[config.mk]
export PLATFORM = sky130hd
export DESIGN_NAME = fnc_vram_writer_flat
export DESIGN_NICKNAME = d
export VERILOG_FILES = /design/src/rtl/fnc_vram_writer_if.sv /design/src/rtl/fnc_vram_writer.sv /design/src/flat_wrapper.sv
export SDC_FILE = /design/constraint.sdc
export NUM_CORES = 1
export LEC_CHECK = 0
export ABC_AREA = 1
export BUFFER_PORTS_ARGS = -buffer_cell sky130_fd_sc_hd__clkbuf_2
export CAP_MARGIN = 20
export CORE_ASPECT_RATIO = 0.9
export CORE_MARGIN = 2
export CORE_UTILIZATION = 37
export DETAILED_ROUTE_END_ITERATION = 8
export SYNTH_ARGS = -nofsm -noshare
export SYNTH_HDL_FRONTEND = slang
export SYNTH_SLANG_ARGS = --single-unit
[constraint.sdc]
create_clock -name clk -period 3.6 [get_ports clk]
set_input_delay 0.36 -clock clk [delete_from_list [all_inputs] [get_ports clk]]
set_output_delay 0.36 -clock clk [all_outputs]
set_load 0.01 [all_outputs]
[src/rtl/fnc_vram_writer_if.sv]
// rtl/fnc_vram_writer_if.sv - pixel write request channel into the VRAM writer
interface fnc_vram_writer_if;
  logic        req_valid;
  logic        req_ready;
  logic [18:0] req_addr;
  logic [11:0] req_data;

  modport master (
    output req_valid,
    output req_addr,
    output req_data,
    input  req_ready
  );

  modport slave (
    input  req_valid,
    input  req_addr,
    input  req_data,
    output req_ready
  );
endinterface

[src/rtl/fnc_vram_writer.sv]
// rtl/fnc_vram_writer.sv - VRAM write-side agent: pixel request FIFO plus clear-screen engine
module fnc_vram_writer #(
  parameter int FB_SIZE    = 307200,
  parameter int FIFO_DEPTH = 4,
  parameter int FIFO_AW    = 2
) (
  input  logic                    clk,
  input  logic                    rst,
  input  logic                    module_en,
  fnc_vram_writer_if.slave        req,
  input  logic                    clr_start,
  input  logic [11:0]             clr_color,
  output logic                    clr_done,
  output logic                    busy,
  output logic                    wr_err,
  input  logic                    err_clr,
  output logic                    vram_we,
  output logic [18:0]             vram_addr,
  output logic [11:0]             vram_wdata
);

  localparam logic [18:0] FB_SIZE_W = 19'(FB_SIZE);
  localparam logic [18:0] FB_LAST   = 19'(FB_SIZE - 1);

  typedef enum logic [1:0] {
    IDLE,
    CLR_WAIT,
    CLEAR
  } state_t;

  state_t           state;
  logic [30:0]      fifo_mem [FIFO_DEPTH];
  logic [FIFO_AW:0] wr_ptr;
  logic [FIFO_AW:0] rd_ptr;
  logic             fifo_empty;
  logic             fifo_full;
  logic             accept;
  logic             addr_ok;
  logic             push;
  logic             pop;
  logic [30:0]      head;
  logic [18:0]      count;
  logic [11:0]      clr_color_q;
  logic             clr_last;

  assign fifo_empty = (wr_ptr == rd_ptr);
  assign fifo_full  = (wr_ptr[FIFO_AW] != rd_ptr[FIFO_AW]) &&
                      (wr_ptr[FIFO_AW-1:0] == rd_ptr[FIFO_AW-1:0]);

  assign req.req_ready = ~rst & module_en & ~fifo_full & (state == IDLE);
  assign accept        = req.req_valid & req.req_ready;
  assign addr_ok       = (req.req_addr < FB_SIZE_W);
  assign push          = accept & addr_ok;

  // The FIFO keeps draining while a clear waits for it; only CLEAR owns the port.
  assign pop  = ~rst & module_en & ~fifo_empty & (state != CLEAR);
  assign head = fifo_mem[rd_ptr[FIFO_AW-1:0]];

  assign busy = (state != IDLE) | ~fifo_empty | vram_we;

  always_ff @(posedge clk) begin
    if (push) begin
      fifo_mem[wr_ptr[FIFO_AW-1:0]] <= {req.req_addr, req.req_data};
    end
  end

  always_ff @(posedge clk) begin
    if (rst || !module_en) begin
      state       <= IDLE;
      wr_ptr      <= '0;
      rd_ptr      <= '0;
      count       <= '0;
      clr_color_q <= '0;
      clr_last    <= 1'b0;
      clr_done    <= 1'b0;
      vram_we     <= 1'b0;
      vram_addr   <= '0;
      vram_wdata  <= '0;
      // Disabling the block keeps the sticky error so software can still read it.
      if (rst || err_clr) begin
        wr_err <= 1'b0;
      end
    end else begin
      clr_done <= clr_last;
      clr_last <= 1'b0;
      vram_we  <= 1'b0;

      if (push) begin
        wr_ptr <= wr_ptr + 1'b1;
      end

      if (pop) begin
        rd_ptr     <= rd_ptr + 1'b1;
        vram_we    <= 1'b1;
        vram_addr  <= head[30:12];
        vram_wdata <= head[11:0];
      end

      if (accept && !addr_ok) begin
        wr_err <= 1'b1;
      end else if (err_clr) begin
        wr_err <= 1'b0;
      end

      case (state)
        IDLE: begin
          if (clr_start) begin
            clr_color_q <= clr_color;
            state       <= CLR_WAIT;
          end
        end
        CLR_WAIT: begin
          if (fifo_empty) begin
            count <= '0;
            state <= CLEAR;
          end
        end
        CLEAR: begin
          vram_we    <= 1'b1;
          vram_addr  <= count;
          vram_wdata <= clr_color_q;
          if (count == FB_LAST) begin
            count    <= '0;
            clr_last <= 1'b1;
            state    <= IDLE;
          end else begin
            count <= count + 19'd1;
          end
        end
        default: state <= IDLE;
      endcase
    end
  end

endmodule
[src/flat_wrapper.sv]
// flat-port wrapper written by rule: the top's interface ports become plain ports
module fnc_vram_writer_flat 
#(
  parameter int FB_SIZE    = 307200,
  parameter int FIFO_DEPTH = 4,
  parameter int FIFO_AW    = 2
)
  (clk, rst, module_en, clr_start, clr_color, clr_done, busy, wr_err, err_clr, vram_we, vram_addr, vram_wdata, req_req_valid, req_req_addr, req_req_data, req_req_ready);
  fnc_vram_writer_if req_i ();
  input  logic clk;
  input  logic rst;
  input  logic module_en;
  input  logic clr_start;
  input  logic [11:0] clr_color;
  output logic clr_done;
  output logic busy;
  output logic wr_err;
  input  logic err_clr;
  output logic vram_we;
  output logic [18:0] vram_addr;
  output logic [11:0] vram_wdata;
  input wire logic [$bits(req_i.req_valid)-1:0] req_req_valid;
  input wire logic [$bits(req_i.req_addr)-1:0] req_req_addr;
  input wire logic [$bits(req_i.req_data)-1:0] req_req_data;
  output wire logic [$bits(req_i.req_ready)-1:0] req_req_ready;
  assign req_i.req_valid = req_req_valid;
  assign req_i.req_addr = req_req_addr;
  assign req_i.req_data = req_req_data;
  assign req_req_ready = req_i.req_ready;
  fnc_vram_writer #(.FB_SIZE(FB_SIZE), .FIFO_DEPTH(FIFO_DEPTH), .FIFO_AW(FIFO_AW)) u_core (.clk(clk), .rst(rst), .module_en(module_en), .req(req_i), .clr_start(clr_start), .clr_color(clr_color), .clr_done(clr_done), .busy(busy), .wr_err(wr_err), .err_clr(err_clr), .vram_we(vram_we), .vram_addr(vram_addr), .vram_wdata(vram_wdata));
endmodule
# After elaboration in Yosys (flattened, before gate mapping)
# Memories as Yosys holds them, arrays and structs flattened. A register that Yosys moved wholly into a read port is not among the register bits.
# Index checks and enable logic that the tools add are counted.
# totals
n_memories,1
latchBits,0
in_bits,49
out_inout_bits,36
regBits,74
mem_bits_ro,0
ramBits,124
# mem_list
name,depth,width,read_ports,rd_ports_with_merged_regs,wr,line,rtl
u_core.fifo_mem,4,31,1,1,1,fnc_vram_writer.sv:32,logic [30:0] fifo_mem [FIFO_DEPTH];
# op_classes
div_mod_pow,0
muxes,22
n_mul,0
shift,0
eq_ne,11
order_cmp,1
addsub,3
bitwise_logic,13
n_reduce_logical,16
# op_table
op,n
2-to-1 mux 19 bit,4
one-hot mux 19 bit (2 select lines),1
2-to-1 mux 12 bit,2
adder 19 x 1 -> 19 bit (second input constant),1
equality test 19 bit (second input constant),1
less-than comparator 19 bit (second input constant),1
2-to-1 mux 2 bit,5
2-to-1 mux 1 bit,9
AND 1 bit,7
adder 3 x 1 -> 3 bit (second input constant),2
inequality test 2 bit (second input constant),3
one-hot mux 2 bit (3 select lines),1
AND reduction 2 bit,3
nonzero test 2 bit,3
inequality test 2 x 1 -> 1 bit (second input constant),2
inverter 1 bit,4
equality test 3 bit,1
AND reduction 3 bit,1
nonzero test 3 bit,1
equality test 2 x 1 -> 1 bit (second input constant),1
equality test 2 bit,1
equality test 2 bit (second input constant),1
logical AND 1 bit,2
zero test 1 bit,2
other kinds (5),7

# Logic depth before layout (Yosys ltp)
# Gate-level depths: netlist of run 1.
# logic_depth
ltp_word,9
ltp_mapped,10

# Worst setup path before layout of run 1
# Ideal clock, no wire load.
# synth_timing
path_type,input to register
from,input rst
to,memory u_core.fifo_mem[0][0] (enable)
path_stages,6
arrival_time_ps,2330
setup_ps,419
n_path_buf,1
required_ps,3181
setup_slack_ps,851
cell_sequence,inv_1 nand2_1 buf_2 nor2_1 nand4_2 nor2_1
# synth_between
elab_chain_len,8
# synth_lines
element,line,rtl
"start, declared",flat_wrapper.sv:11,input logic rst;
inverter 1 bit,fnc_vram_writer.sv:50,assign req.req_ready = ~rst & module_en & ~fifo_full & (state == IDLE);
AND 1 bit (3 in a row),fnc_vram_writer.sv:50,
AND 1 bit,fnc_vram_writer.sv:51,assign accept = req.req_valid & req.req_ready;
AND 1 bit,fnc_vram_writer.sv:53,assign push = accept & addr_ok;
2-to-1 mux 1 bit,fnc_vram_writer.sv:62,if (push) begin
2-to-1 mux 1 bit (not written as such),fnc_vram_writer.sv:63,"fifo_mem[wr_ptr[FIFO_AW-1:0]] <= {req.req_addr, req.req_data};"
"end, declared",fnc_vram_writer.sv:32,
# Every way passes these cells.

# Worst setup path after layout of run 1
# layout_timing
from,register u_core.wr_ptr[1]
to,memory u_core.fifo_mem[3][4] (enable)
# layout_between
elab_chain_len,9
# layout_lines
element,line,rtl
"start, declared",fnc_vram_writer.sv:33,logic [FIFO_AW:0] wr_ptr;
"start signal, assigned",fnc_vram_writer.sv:89,wr_ptr <= wr_ptr + 1'b1;
equality test 2 bit,fnc_vram_writer.sv:48,(wr_ptr[FIFO_AW-1:0] == rd_ptr[FIFO_AW-1:0]);
logical AND 1 bit,fnc_vram_writer.sv:47,assign fifo_full = (wr_ptr[FIFO_AW] != rd_ptr[FIFO_AW]) &&
inverter 1 bit,fnc_vram_writer.sv:50,
AND 1 bit (2 in a row),fnc_vram_writer.sv:50,
AND 1 bit,fnc_vram_writer.sv:51,
AND 1 bit,fnc_vram_writer.sv:53,
2-to-1 mux 1 bit,fnc_vram_writer.sv:62,
2-to-1 mux 1 bit (not written as such),fnc_vram_writer.sv:63,
# Several ways; a longest one is shown, not always the timed one.

==> metrics.txt, run 1 <==
Worst path max stage delay 590 ps; pin count of the biggest net entering global routing 74; DP Wirelength 13500 um; FFs w/ async S/R, synth 0; nets 1033; via count 6397; GR Overflow Total 0; Iter 0 DRT Violations 451; sw frac 0.239; Commonest cells post-synth nand2_1 (262), edfxtp_1 (125), nand3_1 (94); clock latency on the worst-skew pair 440 ps; Filler cells 2287; first-pass GRT wire length 32900 um; Max H-tree Level 4; Die Wd 167 um; DR WL/cell 16.2 um; RSZ-0062 raised after global routing no; static leakage 3.69 nW; most frequent cell after synthesis nand2_1; Multi-input gate area 3090 um2; violated checks design-rule violations; setup TNS 0 ps; # setup viols final 0; Pint 3.45 mW; min cycle time layout 2400 ps; run status finished with violations; Syn. warnings 0; die area 25200 um2; PwrDens 449 nW/um2; Slew Viols, Final 0; Clock power frac 0.417; share of layout cells above drive strength 1 0.226; number of hold buffers added after CTS 0; NetSw 1.09 mW; Synth Net Count 960; Fin Clk Skew 10.6 ps; crit share post-route 0.667; Comb pwr share 0.041; element type at the critical path end register; Post-synth EDFFs 125; Metal-1 WL 10100 um; Antenna Nets Post-Route 0; uppermost layer routed met4; CTS tree done; drc violations 6; max-cap violations 0; Hold Violations, Final 0; via/cell ratio 4.94; # IOs 85; routed wire length 20900 um; area grow syn2layout 13.9%; synthesized flop and latch total 200; vias in the first global route 5914; post-CTS resize count 0; num rows 53; Yosys top cell by area edfxtp_1; final worst slack 1200 ps; initial antenna violation count 1; VDD IR max 251 uV; Seq/Total Area, Yosys 0.593; total global-route track usage 0.170; starting density of the core 0.378; CTS Root Cell clkbuf_16; synth unique cells 37; Inserted Clock Buffers 17; type of the worst setup path reg -> reg; Required @ worst endpoint 3740 ps; reg2reg setup slack 1200 ps; critical path, cell by cell inv_2 > nand2_1 > nand2_1 > nand3_1 > nand4_2 > nor2_2 > buf_4; gpl congestion 0.813; CP max-delay cell nor2_2; Die Ht 151 um; fmax 0.416 GHz; area fraction of the dominant cell type after synthesis 0.423; dpl ws 979 ps; IO Port Bufs 84; crit start category register; Max FO, Critical Path 12; routed wl met3 1040 um; Worst-path clk slew 80 ps; most used cell, CP nand2_1; postcts setup bufs 0; hold crit path type in -> reg; worst path arrival time 2540 ps; Post-Synthesis Cells 905; sequential power share 0.542; core area 23500 um2; synthesized area 8860 um2; routed wl met2 9630 um; sequential cell area 5260 um2; headroom to the max-slew limit 0.394; DR pass1 iterations 7; Mean Syn Cell Area 9.79 um2; worst-margin pin slew 910 ps; # clock sinks 200; Synth Flop Type edfxtp_1; clk buf depth 2; synth top area cells edfxtp_1 (42%), dfxtp_1 (17%), nand2_1 (11%), nand3_1 (5.3%), nand3_2 (3.6%)
-- sequential cells by signal, indices dropped and copies added (netlist names), named ones only --
| signal | cells |
|---|---|
| u_core.fifo_mem | 124 |
| u_core.count | 19 |
| u_core.vram_addr | 19 |
| u_core.clr_color_q | 12 |
| u_core.vram_wdata | 12 |
| u_core.rd_ptr | 3 |
| u_core.wr_ptr | 3 |
| u_core.state | 2 |
| u_core.clr_done | 1 |
| u_core.clr_last | 1 |
| u_core.vram_we | 1 |
| u_core.wr_err | 1 |
-- cells by family (layout without fill, tap and decap cells) --
family                   count (synthesis)  in the layout  share of synthesized area
AO/OA/AOI/OAI                          117            117                     0.0816
XOR/XNOR                                 6              6                    0.00678
adder cells (fa/ha/maj)                  6              6                    0.00847
buffers and inverters                  110            196                     0.0604
flip-flops                             200            200                      0.593
other                                    0              1                          0
AND/OR/NAND/NOR                        466            466                      0.250
-- per-stage QoR --
step / hold slack (ps) / instance area [um2] / std cells / utilization / power [mW]
2_1_floorplan: 394 / 8860 / 905 / - / 2.61
3_3_place_gp: 395 / 9500 / 1261 / 0.405 / 2.70
3_5_place_dp: 406 / 9500 / 1261 / 0.405 / 2.70
4_1_cts: 117 / 10100 / 1293 / 0.430 / 4.59
5_1_grt: 126 / 10100 / 1293 / 0.430 / 4.69
6_report: 140 / 10100 / 1294 / 0.430 / 4.53
-- power by group through the flow --
stage          registers (mW)  logic [mW]  clock network [mW]
2_1_floorplan            2.51       0.103                   0
3_3_place_gp             2.51       0.186                   0
3_5_place_dp             2.51       0.187                   0
4_1_cts                  2.46       0.188                1.94
5_1_grt                  2.46       0.208                2.03
6_report                 2.46       0.186                1.89
-- layout make-up --
class                   count  area share
well taps                 302      0.0374
clock buffers              17      0.0421
inverters                  64      0.0239
multi-input cells         595       0.306
diodes                      1    0.000248
repair buffers            100      0.0535
clock inverters            15      0.0164
flip-flops and latches    200       0.521
-- cells in the final DEF, fill, tap and decap left out, drive strengths merged --
cell and count:
dfxtp 75, diode 1, edfxtp 125, nand2 266, xor2 5, xnor2 1
nor4 1, clkbuf 101, nor3 1, clkinv 6, ha 6, or3 1
nand4 10, a21oi 62, nand3 127, inv 73, o21ai 45, nor2 58
o211ai 10, buf 16, or2 2
-- worst max-delay path, delay by kind of cell (launching register included) --
kind | cells | cell delay [ps]
simple gates | 5 | 1260
buf+inv | 2 | 420
flops | 1 | 400
-- layer usage --
metal,global-route usage,vias up
met5,0,-
li1,-,3204
met3,0.0379,17
met1,0.241,3038
met4,0.0357,0
met2,0.269,138
-- final timing paths --
check	cells past startpoint	to	start
max	7	u_core.fifo_mem[3][4]	u_core.wr_ptr[1]
min	1	u_core.fifo_mem[2][9]	req_req_data[9]
max reg2reg	7	u_core.fifo_mem[3][4]	u_core.wr_ptr[1]
min reg2reg	2	u_core.clr_done	u_core.clr_last
No activity file was read; power rests on OpenSTA's default activity.
==> run 2, diff against run 1 <==
==> constraint.sdc (replaced) <==
create_clock -name clk -period 2.4 [get_ports clk]
set_input_delay 0.24 -clock clk [delete_from_list [all_inputs] [get_ports clk]]
set_output_delay 0.24 -clock clk [all_outputs]
set_load 0.01 [all_outputs]
==> run 2 against run 1 <==
  * The run still ends with design-rule violations left
  * Largest cell class unchanged
  * Critical path depth shrank 3
  * Clock power rose by 60%
  * Routed wire length is 1.7% higher
  * First-iteration DRC count up 16%
  * Cell area grew 1.3%
  * Clock skew increased by 4.8 ps
  * Critical endpoint is now busy
==> metrics.txt, run 2 (synthesized netlist as in run 1, its figures left out) <==
drc violations 6; Inserted Clock Buffers 17; CTS tree done; placed cell area 9590 um2; Hold Crit Start req_req_data[4]; run status finished with violations; Die Ht 151 um; min cycle time layout 2010 ps; hold crit path type in -> reg; type of the worst setup path reg -> out; Clock power frac 0.433; Worst Hold Slack 9.87 ps; Pint 5.30 mW; die area 25200 um2; commonest non-fill, non-tap cell in the layout nand2_1; final worst slack 394 ps; most frequent cells in the layout nand2_1 (261), edfxtp_1 (125), nand3_1 (94), clkbuf_2 (84), dfxtp_1 (74); IO Port Bufs 84; # setup viols final 0; fmax 0.499 GHz; worst path arrival time 1770 ps; post-CTS resize count 0; share of layout cells above drive strength 1 0.230; postcts setup bufs 0; Die Wd 167 um; num rows 53; R2R depth 8; Antenna Nets Post-Route 0; DR pass1 iterations 6; sw frac 0.243; fin area 10200 um2; core area 23500 um2; NetSw 1.70 mW; area grow syn2layout 15.4%; Hold Violations, Final 0; gpl congestion 0.797; Required @ worst endpoint 2160 ps; vias in the first global route 6071; via count 6389; sequential power share 0.527; GR Overflow Total 0; # IOs 85; RSZ-0062 raised after global routing no; clk buf depth 2; DP Wirelength 14000 um; crit share post-route 0.836; pin count of the biggest net entering global routing 60; reg2reg setup slack 490 ps; VDD IR max 479 uV; clock latency on the worst-skew pair 450 ps; DR WL/cell 16.4 um; crit start category register; static leakage 3.74 nW; max reg flops 124; Comb pwr share 0.041; nets 1038; element type at the critical path end output port; headroom to the max-slew limit 0.465; via/cell ratio 4.91; Worst-path clk slew 90 ps; Hold EP u_core.fifo_mem[1][4]; initial antenna violation count 2; # clock sinks 200; Slew Viols, Final 0; worst-margin pin slew 803 ps; Max FO, Critical Path 5; max-cap violations 0; Filler cells 2291; Fin Clk Skew 15.3 ps; starting density of the core 0.378; PwrDens 684 nW/um2; number of hold buffers added after CTS 0; total global-route track usage 0.174; Worst R2R End u_core.vram_addr[3]; Iter 0 DRT Violations 522; first-pass GRT wire length 33800 um; violated checks design-rule violations; dpl ws 490 ps; hold path depth 1; Max H-tree Level 4; CTS Root Cell clkbuf_16; routed wire length 21300 um
-- run 2: changes by cell type in the layout (fill, tap and decap cells not counted) --
| cell | delta |
|---|---|
| inv_8 | -5 |
| buf_12 | +4 |
| clkinv_8 | +2 |
| inv_12 | +2 |
| inv_6 | +2 |
| buf_4 | +1 |
| bufinv_16 | +1 |
| clkinv_2 | -1 |
| clkinv_4 | -1 |
| diode_2 | +1 |
-- run 2: worst max path at each step --
stage,startpoint,to
4_1_cts,u_core.wr_ptr[0],busy
2_1_floorplan,u_core.wr_ptr[1],u_core.fifo_mem[0][0]
3_5_place_dp,u_core.wr_ptr[1],u_core.fifo_mem[3][26]
3_3_place_gp,u_core.wr_ptr[1],u_core.fifo_mem[3][26]
6_report,u_core.wr_ptr[0],busy
5_1_grt,u_core.wr_ptr[0],busy
-- run 2: stage by stage --
step	utilization	setup TNS (ps)	power, mW	std cells
floorplan	-	-35500	3.92	905
global placement	0.408	0	4.05	1266
detailed placement	0.408	0	4.05	1266
CTS	0.435	0	7.04	1298
global route	0.436	0	7.20	1299
finish	0.436	0	7.00	1300
-- run 2: power by group through the flow --
stage	Combinational, mW	Clock (mW)	Sequential, mW
floorplan	0.155	0	3.77
global placement	0.285	0	3.76
detailed placement	0.288	0	3.77
CTS	0.289	3.06	3.69
global route	0.318	3.20	3.69
finish	0.286	3.03	3.69
-- run 2: layer usage --
| layer | vias to the layer above | part of all wire | track usage |
|---|---|---|---|
| li1 | 3214 | - | - |
| met1 | 3016 | 0.49 | 0.248 |
| met2 | 142 | 0.45 | 0.268 |
| met3 | 17 | 0.043 | 0.0374 |
| met4 | 0 | 0.012 | 0.0522 |
| met5 | - | 0 | 0 |
-- run 2: layout make-up --
class | instances | area [um2] | share of cell area
multi-input combinational | 595 | 3090 | 0.302
clock inverter | 15 | 208 | 0.0203
antenna | 2 | 5.00 | 0.000489
tap | 302 | 378 | 0.0369
timing repair buffer | 105 | 628 | 0.0614
inverter | 64 | 241 | 0.0236
clock buffer | 17 | 425 | 0.0416
sequential | 200 | 5260 | 0.514
-- run 2: critical path, stage by stage, from the launching register on --
cell      delay (ps)
dfxtp_1          370
xnor2_2          280
nand3_4          170
or3_1            360
clkbuf_2         140
==> run 3, diff against run 2 <==
==> constraint.sdc (replaced) <==
create_clock -name clk -period 1.7 [get_ports clk]
set_input_delay 0.17 -clock clk [delete_from_list [all_inputs] [get_ports clk]]
set_output_delay 0.17 -clock clk [all_outputs]
set_load 0.01 [all_outputs]
==> run 3 against run 2 <==
  * The run ends with design-rule violations, negative setup slack left
  * Hold slack better by 5.8 ps
  * Critical path depth stayed put
  * Non-clock buffer count up 65
  * Routed wire length is 4.1% higher
  * First-iteration DRC count is 9.4% higher
  * Via count up 4.6%
  * Critical endpoint unchanged
  * Largest power group unchanged
==> metrics.txt, run 3 (synthesized netlist as in run 1, its figures left out) <==
placed cell area 9800 um2; Multi-input gate area 3150 um2; Worst-path clk slew 80 ps; final worst slack -46.2 ps; R2R depth 8; element type at the critical path end output port; type of the worst setup path reg -> out; Filler cells 2212; min cycle time layout 1750 ps; Hold EP u_core.clr_color_q[0]; CTS Root Cell clkbuf_16; Fin Clk Skew 10.2 ps; static leakage 4.07 nW; violated checks design-rule violations, negative setup slack; die area 25200 um2; max reg flops 124; Layout Cells excl Fill 1363; initial antenna violation count 0; Worst R2R End u_core.fifo_mem[1][7]; crit share post-route 1.03; Hold Crit Start clr_color[0]; run status finished with violations; area grow syn2layout 24.2%; max-cap violations 0; nets 1103; core area 23500 um2; via/cell ratio 4.90; crit start category register; first-pass GRT wire length 34100 um; starting density of the core 0.378; via count 6684; CTS tree done; most frequent cells in the layout nand2_1 (259), edfxtp_1 (125), nand3_1 (93), clkbuf_2 (83), dfxtp_1 (68); routed wire length 22100 um; Iter 0 DRT Violations 571; pin count of the biggest net entering global routing 52; Antenna diodes 0; share of layout cells above drive strength 1 0.250; # clock sinks 200; commonest non-fill, non-tap cell in the layout nand2_1; VDD IR max 501 uV; vias in the first global route 6233; headroom to the max-slew limit 0.669; reg2reg start u_core.rd_ptr[1]; DP Wirelength 14700 um; Die Ht 151 um; worst path arrival time 1580 ps; DR WL/cell 16.2 um; DR pass1 iterations 9; total global-route track usage 0.177; sequential cell area 5270 um2; Inserted Clock Buffers 17; IO Port Bufs 84; worst-margin pin slew 492 ps; gpl congestion 0.810; hold path depth 3; fin area 11000 um2; clock latency on the worst-skew pair 450 ps; Antenna Nets Post-Route 0; # IOs 85; Hold Violations, Final 0; # setup viols final 32; RSZ-0062 raised after global routing yes; Required @ worst endpoint 1530 ps; drc violations 3; Slew Viols, Final 0; Max FO, Critical Path 4; num rows 53; # placed instances 1278; GR Overflow Total 0; PwrDens 909 nW/um2; overall power 10.0 mW; Worst Hold Slack 15.7 ps; hold crit path type in -> reg; clk buf depth 2; Die Wd 167 um; Max H-tree Level 4; reg2reg setup slack -30 ps; fmax 0.573 GHz
run 3: cell count changes in the layout (fill, tap and decap cells not counted), sizes merged:
cell,before,now
dlygate4sd3,0,41
buf,21,45
diode,2,0
clkinv,6,7
inv,72,71
run 3: cell type report:
| cell class | count | share of cell area |
|---|---|---|
| Sequential cell | 200 | 0.478 |
| Clock buffer | 17 | 0.0386 |
| Multi-Input combinational cell | 595 | 0.286 |
| Tap cell | 302 | 0.0343 |
| Timing Repair Buffer | 170 | 0.121 |
| Inverter | 64 | 0.0222 |
| Clock inverter | 15 | 0.0193 |
run 3: report_power, final:
group	switching (mW)	internal [mW]	leakage, nW
sequential	0.0181	5.18	1.74
combinational	0.313	0.207	2.02
clock	2.11	2.17	0.309
total	2.45	7.56	4.07
run 3: timing repair:
item / 4_1_cts / 5_1_grt
gates resized for setup: 8 / 8
endpoints found under the setup margin: 2 / 154
pin swaps: 3 / 4
buffers inserted: 6 / 4
hold endpoints to repair: 132 / 0
hold buffers: 41 / 0
gates cloned: 0 / 2
run 3: through the flow:
| step | util | setup slack, ps | TNS (ps) |
|---|---|---|---|
| final | 0.469 | -46.2 | -924 |
| after detailed placement | 0.417 | 65.0 | 0 |
| after global routing | 0.469 | -107 | -6730 |
| after CTS | 0.465 | -84.3 | -719 |
| after global placement | 0.417 | 67.2 | 0 |
| after floorplan | - | -92.3 | -9520 |
run 3: metal layers:
layer | wire length, um | track usage | vias up | share of wire
met2 | 10300 | 0.282 | 138 | 0.46
met5 | 0 | 0 | - | 0
met4 | 289 | 0.0483 | 0 | 0.013
met3 | 912 | 0.0324 | 21 | 0.041
met1 | 10700 | 0.251 | 3193 | 0.48
li1 | - | - | 3332 | -
run 3: worst max-delay path by stage:
stage | from | to | slack, ps | cells past startpoint
after floorplan | u_core.wr_ptr[1] | u_core.fifo_mem[0][0] | -90 | 6
after global placement | req_req_addr[13] | u_core.fifo_mem[0][2] | 70 | 9
after detailed placement | req_req_addr[12] | u_core.fifo_mem[0][2] | 60 | 9
after CTS | u_core.rd_ptr[2] | busy | -80 | 7
after global routing | u_core.wr_ptr[1] | u_core.fifo_mem[1][0] | -110 | 8
final | u_core.wr_ptr[0] | busy | -50 | 4
run 3: critical path, cell delays in order, from the launching register on:
cell,delay (ps)
dfxtp_4,380
xnor2_4,200
nand3_4,90
or3_4,340
buf_6,130
